File: src/rtl/decoder_stage_controller_pkg.sv
// Shared decoder parameters: stage codes broadcast to the processing units
// and the controller's state type, which reuses those codes directly.
package decoder_stage_controller_pkg;

  localparam int STAGE_WIDTH = 3;

  localparam logic [STAGE_WIDTH-1:0] STAGE_IDLE                = 3'd0;
  localparam logic [STAGE_WIDTH-1:0] STAGE_MEASUREMENT_LOADING = 3'd1;
  localparam logic [STAGE_WIDTH-1:0] STAGE_ERASURE_LOADING     = 3'd2;
  localparam logic [STAGE_WIDTH-1:0] STAGE_GROW                = 3'd3;
  localparam logic [STAGE_WIDTH-1:0] STAGE_MERGE               = 3'd4;
  localparam logic [STAGE_WIDTH-1:0] STAGE_PEELING             = 3'd5;
  localparam logic [STAGE_WIDTH-1:0] STAGE_RESULT_VALID        = 3'd6;

  // Wide enough for the largest legal MERGE/PEELING minimum dwell (15).
  localparam int DELAY_WIDTH = 4;

  // Controller states are encoded as the stage they broadcast, so the
  // registered state can drive global_stage with no decode.
  typedef enum logic [STAGE_WIDTH-1:0] {
    ST_IDLE                = STAGE_IDLE,
    ST_MEASUREMENT_LOADING = STAGE_MEASUREMENT_LOADING,
    ST_GROW                = STAGE_GROW,
    ST_MERGE               = STAGE_MERGE,
    ST_PEELING             = STAGE_PEELING,
    ST_RESULT_VALID        = STAGE_RESULT_VALID
  } state_e;

endpackage

File: src/rtl/decoder_stage_controller.sv
// Round sequencer for the decoder array: walks LOADING -> (MERGE/GROW)* ->
// PEELING -> RESULT_VALID, broadcasting the current stage to all PUs and
// tracking growth iterations, decode latency and iteration timeout.
module decoder_stage_controller
  import decoder_stage_controller_pkg::*;
#(
  parameter int PU_COUNT                = 16,
  parameter int ITERATION_COUNTER_WIDTH = 8,
  parameter int MAXIMUM_DELAY           = 3,   // legal 2..15
  parameter int MAX_ITERATIONS          = 255
) (
  input  logic                               clk,
  input  logic                               reset,
  input  logic                               new_round_start,
  input  logic [PU_COUNT-1:0]                is_odd_cluster,
  input  logic [PU_COUNT-1:0]                is_busy,
  output logic [STAGE_WIDTH-1:0]             global_stage,
  output logic [ITERATION_COUNTER_WIDTH-1:0] iteration_counter,
  output logic [31:0]                        cycle_counter,
  output logic                               result_valid,
  output logic                               timeout
);

  localparam int ITW = ITERATION_COUNTER_WIDTH;
  localparam logic [DELAY_WIDTH-1:0] DELAY_MAX  = DELAY_WIDTH'(MAXIMUM_DELAY);
  localparam logic [ITW-1:0]         ITER_LIMIT = ITW'(MAX_ITERATIONS);

  state_e                 state_q, state_d;
  logic [DELAY_WIDTH-1:0] delay_q, delay_d, delay_inc;
  logic [ITW-1:0]         iter_q, iter_d;
  logic [31:0]            cyc_q, cyc_d;
  logic                   rv_q, rv_d;
  logic                   to_q, to_d;

  logic any_odd, any_busy, at_limit, accept, stage_done, active;

  // Shared decode terms: array-wide OR-reductions and dwell/exit condition.
  // delay_inc is the number of cycles spent in MERGE/PEELING including the
  // current one (saturating), so a stage lasts exactly MAXIMUM_DELAY cycles
  // when the array is idle.
  always_comb begin
    any_odd    = |is_odd_cluster;
    any_busy   = |is_busy;
    at_limit   = (iter_q >= ITER_LIMIT);
    accept     = (state_q == ST_IDLE) && new_round_start;
    delay_inc  = (delay_q >= DELAY_MAX) ? DELAY_MAX : delay_q + DELAY_WIDTH'(1);
    stage_done = (delay_inc >= DELAY_MAX) && !any_busy;
    active     = (state_q == ST_MEASUREMENT_LOADING) || (state_q == ST_GROW) ||
                 (state_q == ST_MERGE) || (state_q == ST_PEELING);
  end

  // State register.
  always_ff @(posedge clk) begin
    if (reset) state_q <= ST_IDLE;
    else       state_q <= state_d;
  end

  // Next-state logic.
  always_comb begin
    state_d = state_q;
    case (state_q)
      ST_IDLE:                if (new_round_start) state_d = ST_MEASUREMENT_LOADING;
      ST_MEASUREMENT_LOADING: state_d = ST_MERGE;
      ST_GROW:                state_d = ST_MERGE;
      ST_MERGE:
        if (stage_done) state_d = (any_odd && !at_limit) ? ST_GROW : ST_PEELING;
      ST_PEELING:             if (stage_done) state_d = ST_RESULT_VALID;
      ST_RESULT_VALID:        state_d = ST_IDLE;
      default:                state_d = ST_IDLE;
    endcase
  end

  // Next values of the registered outputs and the dwell counter.
  always_comb begin
    iter_d  = iter_q;
    cyc_d   = cyc_q;
    to_d    = to_q;
    rv_d    = (state_d == ST_RESULT_VALID);
    // Dwell counter restarts whenever MERGE/PEELING is (re)entered.
    delay_d = '0;
    if ((state_q == ST_MERGE || state_q == ST_PEELING) && state_d == state_q)
      delay_d = delay_inc;

    if (accept) begin
      iter_d = '0;
      cyc_d  = '0;
      to_d   = 1'b0;
    end else begin
      if (active && cyc_q != 32'hFFFF_FFFF) cyc_d = cyc_q + 32'd1;
      if (state_q == ST_MERGE && state_d == ST_GROW) iter_d = iter_q + ITW'(1);
      if (state_q == ST_MERGE && stage_done && any_odd && at_limit) to_d = 1'b1;
    end
  end

  // Output and counter registers.
  always_ff @(posedge clk) begin
    if (reset) begin
      delay_q <= '0;
      iter_q  <= '0;
      cyc_q   <= '0;
      rv_q    <= 1'b0;
      to_q    <= 1'b0;
    end else begin
      delay_q <= delay_d;
      iter_q  <= iter_d;
      cyc_q   <= cyc_d;
      rv_q    <= rv_d;
      to_q    <= to_d;
    end
  end

  assign global_stage      = state_q;
  assign iteration_counter = iter_q;
  assign cycle_counter     = cyc_q;
  assign result_valid      = rv_q;
  assign timeout           = to_q;

endmodule

File: config.mk
export PLATFORM = sky130hd
export DESIGN_NAME = decoder_stage_controller
export DESIGN_NICKNAME = d
export VERILOG_FILES = /design/src/rtl/decoder_stage_controller_pkg.sv /design/src/rtl/decoder_stage_controller.sv
export SDC_FILE = /design/constraint.sdc
export NUM_CORES = 1
export LEC_CHECK = 0
export ABC_AREA = 1
export ABC_CLOCK_PERIOD_IN_PS = 2100
export BUFFER_PORTS_ARGS = -buffer_cell sky130_fd_sc_hd__buf_2
export CAP_MARGIN = 20
export CORE_MARGIN = 8
export CORE_UTILIZATION = 53
export DETAILED_ROUTE_END_ITERATION = 12
export GPL_ROUTABILITY_DRIVEN = 1
export PLACE_DENSITY = 0.81
export REMOVE_ABC_BUFFERS = 1
export SYNTH_ARGS = -nofsm -noshare
export SYNTH_HDL_FRONTEND = slang
export SYNTH_SLANG_ARGS = --single-unit
File: constraint.sdc
create_clock -name clk -period 2.1 [get_ports clk]
set_input_delay 0.315 -clock clk [delete_from_list [all_inputs] [get_ports clk]]
set_output_delay 0.315 -clock clk [all_outputs]
set_load 0.02 [all_outputs]
==> results of run 1 <==
cells in the final DEF, fill, tap and decap left out, types with 3 or more instances in the layout:
cell / n
nand3b_1: 5
inv_1: 50
buf_2: 79
nor3_1: 12
o21ai_0: 15
ha_1: 3
inv_2: 4
nor2_2: 3
clkbuf_8: 6
a21oi_1: 36
nand3_1: 24
buf_4: 10
xnor2_1: 4
nor2_1: 85
dfxtp_1: 49
nand2_1: 167
nand4_1: 8
xor2_1: 8
power by group:
part           switching (mW)  internal [mW]  leakage [nW]
Combinational           0.132         0.0660          1.12
Clock                   0.337          0.388        0.0574
Sequential            0.00809          0.939         0.396
Total                   0.477           1.39          1.57
through the flow:
step	utilization	std cells	instance area, um^2	power, mW
after floorplan	-	486	2920	1.07
after global placement	0.635	647	3480	1.16
after detailed placement	0.635	647	3480	1.16
after CTS	0.657	655	3600	1.87
after global routing	0.658	655	3600	1.93
final	0.658	655	3600	1.87
final cells by class:
class,instances,area share
Sequential cell,49,0.273
Timing Repair Buffer,89,0.131
Clock inverter,2,0.0104
Inverter,55,0.0580
Multi-Input combinational cell,382,0.480
Tap cell,72,0.0250
Clock buffer,6,0.0229
critical path, delay by kind of cell, from the launching register on:
kind / cells / cell delay [ns]
AND/OR/NAND/NOR: 7 / 0.62
buffers and inverters: 2 / 0.35
AO/OA/AOI/OAI: 1 / 0.15
adder cells (fa/ha/maj): 1 / 0.27
flip-flops: 1 / 0.39
Yosys cell counts (all sizes together), types with 3 or more instances:
cell	n	share of area
dfxtp	49	0.33
buf	7	0.018
inv	55	0.069
nor2	89	0.12
xnor2	4	0.012
xor2	8	0.024
clkbuf	3	0.0038
nor3	14	0.029
ha	3	0.013
nand3b	5	0.013
o21ai	16	0.027
a21oi	36	0.060
nand4	8	0.017
nand2	170	0.22
nand3	25	0.044
final timing paths:
check | from | end | slack (ns) | cells past startpoint
min reg2reg | timeout | timeout | 0.45 | 2
min | reset | global_stage[2] | 0.19 | 2
max | cycle_counter[0] | cycle_counter[4] | 0.20 | 11
max reg2reg | cycle_counter[0] | cycle_counter[4] | 0.20 | 11
state kept, by name (all words and copies together) (netlist names):
register / flops
cycle_counter: 32
iteration_counter: 8
delay_q: 4
global_stage: 3
result_valid: 1
timeout: 1
cell families after synthesis:
family / share of synthesized area
adder cells (fa/ha/maj): 0.0126
flip-flops: 0.329
AO/OA/AOI/OAI: 0.0899
buffers and inverters: 0.0916
AND/OR/NAND/NOR: 0.440
other: 0.00126
XOR/XNOR: 0.0353
routing by layer:
layer | part of all wire | wire (um) | global-route usage | up-vias
met4 | 0.019 | 153 | 0.0655 | 0
met5 | 0 | 0 | 0 | -
met1 | 0.42 | 3510 | 0.228 | 1507
li1 | - | - | - | 1722
met3 | 0.076 | 627 | 0.0593 | 16
met2 | 0.48 | 3970 | 0.353 | 111
what timing repair did:
action / CTS / global route
gates resized for setup: 0 / 2
buffers inserted: 0 / 0
setup endpoints to repair: 0 / 1
==> summary.md, run 1 <==
| Metric | Value |
|---|---|
| WP data arrival | 2.09 ns |
| Type of the worst setup path | flip-flop to flip-flop |
| Die area | 8280 um^2 |
| Nets | 620 |
| Die X | 91.0 um |
| Routability cong. | 0.880 |
| Largest net degree at the start of global routing | 30 |
| FF/Latch Area | 981 um^2 |
| Post-DR wirelength/cell | 12.6 um |
| Startpoint Class | flip-flop |
| DR iter-0 viols | 190 |
| Syn avg cell area | 6.02 um^2 |
| Cts bufs inserted | 5 |
| WP data required | 2.30 ns |
| Setup slack after layout | 0.204 ns |
| Leakage | 1.57 nW |
| Synth Cell Area | 2980 um^2 |
| Max clock buf depth | 2 |
| Fin. max-slew vios | 0 |
| Share of layout cells above drive strength 1 | 0.192 |
| I/O Pins | 80 |
| Root buf cell | clkbuf_8 |
| Multi-input logic area | 1730 um^2 |
| Drt first pass iters | 5 |
| Initial antenna violation count | 0 |
| Post-CTS Hold Buffers | 0 |
| Ys Warns | 0 |
| # rows | 27 |
| Seq cells post-synth | 49 |
| Gr usage total | 0.201 |
| Vias in the first global route | 3303 |
| First-pass GRT wire length | 14200 um |
| Pre-CTS WS | 0.244 ns |
| Post-synth top flop | dfxtp_1 |
| Syn Inst Count | 495 |
| Setup-failing EPs final | 0 |
| Status | complete, no violations |
| Port Buffers | 79 |
| Relative slew slack | 0.643 |
| Worst hold path type | input pin to flip-flop |
| Least-Margin Pin Slew | 0.535 ns |
| Hold Fails Final Rpt | 0 |
| Max VDD drop | 0.000252 V |
| Later-pin clock latency in the skew report | 0.31 ns |
| CTS clk-pin slew, worst paths | 0.09 ns |
| Via density | 5.12 |
| F_max | 0.527 GHz |
| TNS Setup | 0 ns |
| Vias | 3356 |
| Max-capacitance violation count | 0 |
| Final min period | 1.90 ns |
| FFs w/ async S/R, synth | 0 |
| Clock Skew | 0.0122 ns |
| Total grt overflow | 0 |
| RSZ-0062 raised after global routing | no |
| Worst path slowest cell | dfxtp_1 |
| Sequential fraction of the synthesis area | 0.329 |
| DRC Markers | 0 |
| Initial Util | 0.544 |
| CP Capture Type | flip-flop |
| Area of the core | 5470 um^2 |
| PwrDens | 519 nW/um^2 |
| Clock tree from TritonCTS | built |
| Die height | 91.0 um |
| Antenna viol nets, final | 0 |
| H-tree level count | 2 |
| Clk sinks | 49 |
| CP Max Fanout | 19 |
| Tcrit/Tclk final | 0.903 |
| Hold WS | 0.186 ns |
| Post-synth EDFFs | 0 |
| DRT Wirelength | 8250 um |
| Fillers | 524 |
| N_diodes | 0 |
| Synth unique cells | 29 |
| Hpwl dp | 6540 um |
| Crit-path cells | ha_1 -> nand3_2 -> inv_2 -> nand2_2 -> nor2_4 -> nand2_2 -> nand2_4 -> buf_4 -> nor2_1 -> o21ai_0 -> nor2_1 |
| Slowest stage delay, CP | 0.39 ns |
| Area Growth Syn to Fin | 20.8% |
Note: power is estimated with default switching activity, not from simulation.
==> run 2, diff against run 1 <==
Settings changed: ABC_AREA 1 to not set, ABC_CLOCK_PERIOD_IN_PS 2100 to 1600, CORE_UTILIZATION 53 to 46, GPL_TIMING_DRIVEN set to 0, PLACE_DENSITY 0.81 to 0.77.
Clock period 2.1 ns to 1.6 ns, I/O delays scaled along.
==> run 2 against run 1 <==
Against the previous run: flip-flop and latch count unchanged; first-iteration DRC count up 75%; largest power group unchanged; sequential share of layout area down 1.0 points; sequential power up 32%; combinational power rose to 2.8 times the previous value; clock skew down 0.0029 ns; design area up 13%; the flow now finishes with violations (setup timing); register-to-register slack worse by 0.62 ns; critical path type unchanged; setup slack worse by 0.62 ns; clock power up 46%.
==> summary.md, run 2 <==
| Metric | Value |
|---|---|
| Initial Util | 0.465 |
| CP Capture Type | flip-flop |
| CTS clk-pin slew, worst paths | 0.09 ns |
| Ys Warns | 0 |
| Synth unique cells | 50 |
| Area Growth Syn to Fin | 61.2% |
| Yosys top cell by area | dfxtp_1 |
| Worst reg-to-reg path cell count | 8 |
| Cts bufs inserted | 5 |
| Type of the worst setup path | flip-flop to flip-flop |
| WP data required | 1.83 ns |
| Gr usage total | 0.230 |
| Commonest non-fill, non-tap cells in the layout | buf_2, buf_4, a21oi_1 |
| Final min period | 2.02 ns |
| Drt first pass iters | 7 |
| Finished Layout Cells | 511 |
| DRC Markers | 0 |
| Antenna viol nets, final | 0 |
| Yosys top cell area share | 0.390 |
| Setup slack after layout | -0.421 ns |
| Clock Skew | 0.00928 ns |
| WHS Path Cells | 2 |
| Multi-input logic area | 1770 um^2 |
| Layout Cell Area excl Fill | 4050 um^2 |
| Net Switching | 0.752 mW |
| Die area | 8090 um^2 |
| Nets | 476 |
| Placed insts | 437 |
| Clk sinks | 49 |
| Die height | 89.9 um |
| # rows | 27 |
| Failing checks | setup timing |
| First-pass GRT wire length | 15900 um |
| Reg power frac | 0.435 |
| RSZ-0062 raised after global routing | yes |
| Reg-to-reg critical path endpoint | cycle_counter[12] |
| Top cells by count, synth | dfxtp_1, a21oi_1, nand2_1 |
| Area of the core | 5410 um^2 |
| Sequential fraction of the synthesis area | 0.390 |
| Via density | 6.53 |
| FF/Latch Area | 1060 um^2 |
| Seq cells post-synth | 49 |
| DRT Wirelength | 10700 um |
| Largest net degree at the start of global routing | 20 |
| Post-DP Area | 2950 um^2 |
| Status | complete, but fails checks |
| Worst hold path type | input pin to flip-flop |
| Post-synth top flop | dfxtp_1 |
| Post-synth EDFFs | 0 |
| Gate power share | 0.196 |
| Clock network fraction of total power | 0.369 |
| Later-pin clock latency in the skew report | 0.31 ns |
| Clock tree from TritonCTS | built |
| Initial antenna violation count | 0 |
| Most common cell after layout, fill and taps aside | buf_2 |
| Tcrit/Tclk final | 1.26 |
| Hold Fails Final Rpt | 0 |
| WP data arrival | 2.25 ns |
| Syn avg cell area | 8.49 um^2 |
| F_max | 0.495 GHz |
| N_diodes | 0 |
| Fillers | 354 |
| Startpoint Class | flip-flop |
| Fin. max-slew vios | 0 |
| Worst R2R Setup Slack | -0.42 ns |
| Post-CTS Hold Buffers | 0 |
| Max VDD drop | 0.000516 V |
| Max clock buf depth | 2 |
| Syn Inst Count | 296 |
| Dominant cells by area after synthesis | dfxtp_1, a21oi_1, or4_1, o31ai_1, nand2_1 |
| Vias | 3338 |
| Least-Margin Pin Slew | 0.562 ns |
| Total grt overflow | 0 |
| Hold WS | 0.215 ns |
| Die X | 89.9 um |
| CP Max Fanout | 5 |
| I/O Pins | 80 |
| Port Buffers | 79 |
| Routability cong. | 0.823 |
| Max reg flops | 32 |
| Synth Cell Area | 2510 um^2 |
| Max-capacitance violation count | 0 |
| PwrDens | 708 nW/um^2 |
| Top-count cell post-synth | dfxtp_1 |
| Root buf cell | clkbuf_8 |
| H-tree level count | 2 |
| Relative slew slack | 0.624 |
| DR iter-0 viols | 332 |
| FFs w/ async S/R, synth | 0 |
| WHS Endpoint | global_stage[0] |
| Setup-failing EPs final | 38 |
| Worst min-delay path startpoint | reset |
| Hpwl dp | 4870 um |
| Leakage | 1.65 nW |
| Power Internal | 2.11 mW |
| Share of layout cells above drive strength 1 | 0.560 |
| Vias in the first global route | 3102 |
| Overall Power | 2.87 mW |
| Net Sw Frac | 0.262 |
| Reg-to-Reg Start | cycle_counter[24] |
| Post-DR wirelength/cell | 21.0 um |
-- run 2: cell types whose count changed after synthesis, moves of 11 or more --
cell     before  now
nand2_1     167   26
nor2_1       85   12
inv_1        50    5
or4_1         0   18
o31ai_1       0   14
or3_1         0   13
nor4_1        0   11
-- run 2: final cells by class --
type	instances	share of cell area
timing repair buffer	142	0.242
clock inverter	3	0.0161
multi-input combinational	235	0.436
sequential	49	0.262
inverter	5	0.00463
tap	72	0.0222
clock buffer	5	0.0170
-- run 2: critical path, cell delays in order, from the launching register on --
cell and delay, ns:
dfxtp_4 0.36, nand4_1 0.12, or3_4 0.44, o31ai_4 0.38
buf_4 0.19, buf_6 0.12, buf_6 0.10, o31ai_4 0.05
a21oi_2 0.18
-- run 2: logic make-up (layout without fill, tap and decap cells) --
group | Yosys count | count (layout) | share of synthesized area
flip-flops | 49 | 49 | 0.390
multiplexers | 1 | 1 | 0.00398
adder cells (fa/ha/maj) | 3 | 3 | 0.0149
AO/OA/AOI/OAI | 83 | 84 | 0.215
buffers and inverters | 17 | 155 | 0.0358
XOR/XNOR | 2 | 2 | 0.00697
AND/OR/NAND/NOR | 140 | 143 | 0.332
other | 1 | 2 | 0.00149
-- run 2: repair_timing --
| action | CTS | global route |
|---|---|---|
| hold endpoints to repair | 0 | 0 |
| pin swaps | 59 | 32 |
| gates cloned | 8 | 0 |
| endpoints found under the setup margin | 44 | 42 |
| gates resized for setup | 101 | 36 |
| buffers inserted | 47 | 14 |
-- run 2: power by group through the flow --
| stage | Clock, mW | Sequential [mW] | Combinational (mW) |
|---|---|---|---|
| detailed placement | 0 | 1.28 | 0.252 |
| floorplan | 0 | 1.29 | 0.130 |
| global placement | 0 | 1.28 | 0.236 |
| global route | 1.10 | 1.25 | 0.582 |
| finish | 1.06 | 1.25 | 0.561 |
| CTS | 1.05 | 1.24 | 0.521 |
-- run 2: metrics by stage --
stage                util  TNS, ns  worst slack (ns)
detailed placement  0.545   -19.62            -0.640
floorplan               -   -20.80            -0.746
CTS                 0.714    -5.87            -0.294
global route        0.750   -11.02            -0.494
finish              0.750    -9.28            -0.421
global placement    0.542   -27.73             -1.02
-- run 2: layer usage --
metal	track usage	vias up	routed length, um
met2	0.406	220	5430
met1	0.266	1593	3920
met3	0.0357	77	814
met4	0.103	0	561
li1	-	1448	-
met5	0	-	0
-- run 2: worst max-delay path by stage --
stage / start / end / slack (ns) / cells after the start
finish: cycle_counter[24] / cycle_counter[12] / -0.42 / 8
global placement: cycle_counter[24] / cycle_counter[22] / -1.02 / 5
floorplan: cycle_counter[24] / cycle_counter[17] / -0.75 / 5
detailed placement: cycle_counter[24] / cycle_counter[12] / -0.64 / 6
CTS: cycle_counter[1] / cycle_counter[17] / -0.29 / 8
global route: cycle_counter[26] / cycle_counter[12] / -0.49 / 8
==> run 3, diff against run 2 <==
Settings changed: ABC_AREA set to 1, CORE_UTILIZATION 46 to 48, PLACE_DENSITY 0.77 to 0.78.
==> run 3 against run 2 <==
Against the previous run: the flow still finishes with violations (setup timing); worst hold slack got worse by 0.090 ns; clock power fell by 26%; combinational power fell by 32%; critical path depth rose by 1.
==> summary.md, run 3 (synthesis gave the netlist of run 1 again) <==
| Metric | Value |
|---|---|
| Status | complete, but fails checks |
| Hpwl dp | 6140 um |
| CTS clk-pin slew, worst paths | 0.10 ns |
| Hold Fails Final Rpt | 0 |
| RSZ-0062 raised after global routing | yes |
| Clock Skew | 0.0116 ns |
| Clock tree from TritonCTS | built |
| Most common cell after layout, fill and taps aside | nand2_1 |
| Crit-path cells | ha_4 -> inv_2 -> o211ai_1 -> nand3_2 -> nor2_4 -> nand2_2 -> o21ai_4 -> nand2_2 -> nor2_1 |
| Drt first pass iters | 5 |
| Max-capacitance violation count | 0 |
| Post-DR wirelength/cell | 14.9 um |
| Initial Util | 0.500 |
| Share of layout cells above drive strength 1 | 0.370 |
| Power Internal | 1.70 mW |
| Gate power share | 0.160 |
| H-tree level count | 2 |
| Met1 usage in global routing | 0.228 |
| Vias in the first global route | 3269 |
| GR Util met2 | 0.353 |
| PwrDens | 572 nW/um^2 |
| Initial antenna violation count | 0 |
| # rows | 28 |
| Via density | 5.37 |
| Die area | 8980 um^2 |
| TNS Setup | -1.69 ns |
| Slowest stage delay, CP | 0.35 ns |
| Final min period | 1.78 ns |
| CP Max Fanout | 6 |
| Tcrit/Tclk final | 1.11 |
| Net Switching | 0.691 mW |
| Max VDD drop | 0.000388 V |
| Die height | 94.8 um |
| DRC Markers | 0 |
| Type of the worst setup path | flip-flop to flip-flop |
| Most common cell on crit path | nand2_2 |
| Failing checks | setup timing |
| Setup slack after layout | -0.175 ns |
| F_max | 0.563 GHz |
| Overall Power | 2.39 mW |
| Port Buffers | 79 |
| Setup-failing EPs final | 17 |
| First-pass GRT wire length | 14700 um |
| DR iter-0 viols | 352 |
| Vias | 3606 |
| Area Growth Syn to Fin | 40.2% |
| Fin. max-slew vios | 0 |
| Met3 GRT Util | 0.0532 |
| Worst hold path type | input pin to flip-flop |
| N_diodes | 0 |
| Worst path slowest cell | dfxtp_2 |
| Commonest non-fill, non-tap cells in the layout | nand2_1, buf_2, nor2_1 |
| Largest net degree at the start of global routing | 30 |
| Die X | 94.8 um |
| Startpoint Class | flip-flop |
| WP data required | 1.86 ns |
| Reg power frac | 0.512 |
| Max clock buf depth | 2 |
| Net Sw Frac | 0.289 |
| Clk sinks | 49 |
| Area of the core | 5960 um^2 |
| CP Capture Type | flip-flop |
| Grt peak-use layer | met2 |
| WP data arrival | 2.03 ns |
| Root buf cell | clkbuf_8 |
| Cts bufs inserted | 5 |
| Routability cong. | 0.973 |
| Later-pin clock latency in the skew report | 0.32 ns |
| I/O Pins | 80 |
| Clock network fraction of total power | 0.327 |
| Leakage | 1.74 nW |
| Total grt overflow | 0 |
| Gr usage total | 0.201 |
| Post-CTS Hold Buffers | 0 |
| Max reg flops | 32 |
| Antenna viol nets, final | 0 |
| DRT Wirelength | 9990 um |
| Nets | 635 |
-- run 3: changes by cell type in the layout (fill, tap and decap cells not counted), sizes merged, moves of 5 or more --
cell	delta
nor2	+77
nand3	+7
nor3	+8
and4	-8
inv	+50
and3	-5
or3	-15
o31ai	-15
nor4	-11
or4	-19
nand2	+145
nand3b	+5
buf	-41
xor2	+7
-- run 3: per-stage QoR --
stage	hold WS (ns)	utilization	instances	worst slack (ns)	area [um^2]
after global placement	0.429	0.572	640	-0.654	3410
after CTS	0.123	0.636	658	-0.121	3780
final	0.126	0.701	672	-0.175	4180
after global routing	0.124	0.701	672	-0.255	4180
after detailed placement	0.430	0.572	640	-0.737	3410
after floorplan	0.312	-	486	-0.369	2920
-- run 3: repair_timing --
action / in CTS / in global routing
setup buffers: 10 / 12
endpoints found under the setup margin: 47 / 47
endpoints found under the hold margin: 0 / 0
resized for setup: 60 / 90
pin swaps: 15 / 22
gates cloned: 1 / 2
-- run 3: worst max-delay path, delay by kind of cell (launching register included) --
family | cells | cell delay [ns]
flops | 1 | 0.35
compound gates | 2 | 0.38
simple gates | 5 | 0.70
fa+ha+maj | 1 | 0.27
buf+inv | 1 | 0.02
-- run 3: final timing paths --
kind | from | end | slack [ns] | cells after the start
max | delay_q[0] | result_valid | -0.18 | 9
min | reset | global_stage[2] | 0.13 | 2
max reg2reg | delay_q[0] | result_valid | -0.18 | 9
min reg2reg | timeout | timeout | 0.46 | 2
-- run 3: power by group through the flow --
stage	sequential [mW]	combinational [mW]	clock, mW
global route	1.23	0.412	0.846
floorplan	1.28	0.130	0
detailed placement	1.27	0.237	0
finish	1.22	0.383	0.781
global placement	1.27	0.234	0
CTS	1.24	0.302	0.789
-- run 3: area by class of cell --
type                    instances  area, um^2
repair buffers                102         634
well taps                      75        93.8
fillers                       458        1780
inverters                      55         219
multi-input cells             384        2080
clock inverters                 1        7.51
flip-flops and latches         49        1060
clock buffers                   6        82.6
-- run 3: per-layer routing --
| layer | part of all wire | vias up |
|---|---|---|
| li1 | - | 1755 |
| met1 | 0.39 | 1644 |
| met2 | 0.50 | 183 |
| met3 | 0.092 | 24 |
| met4 | 0.021 | 0 |
| met5 | 0 | - |
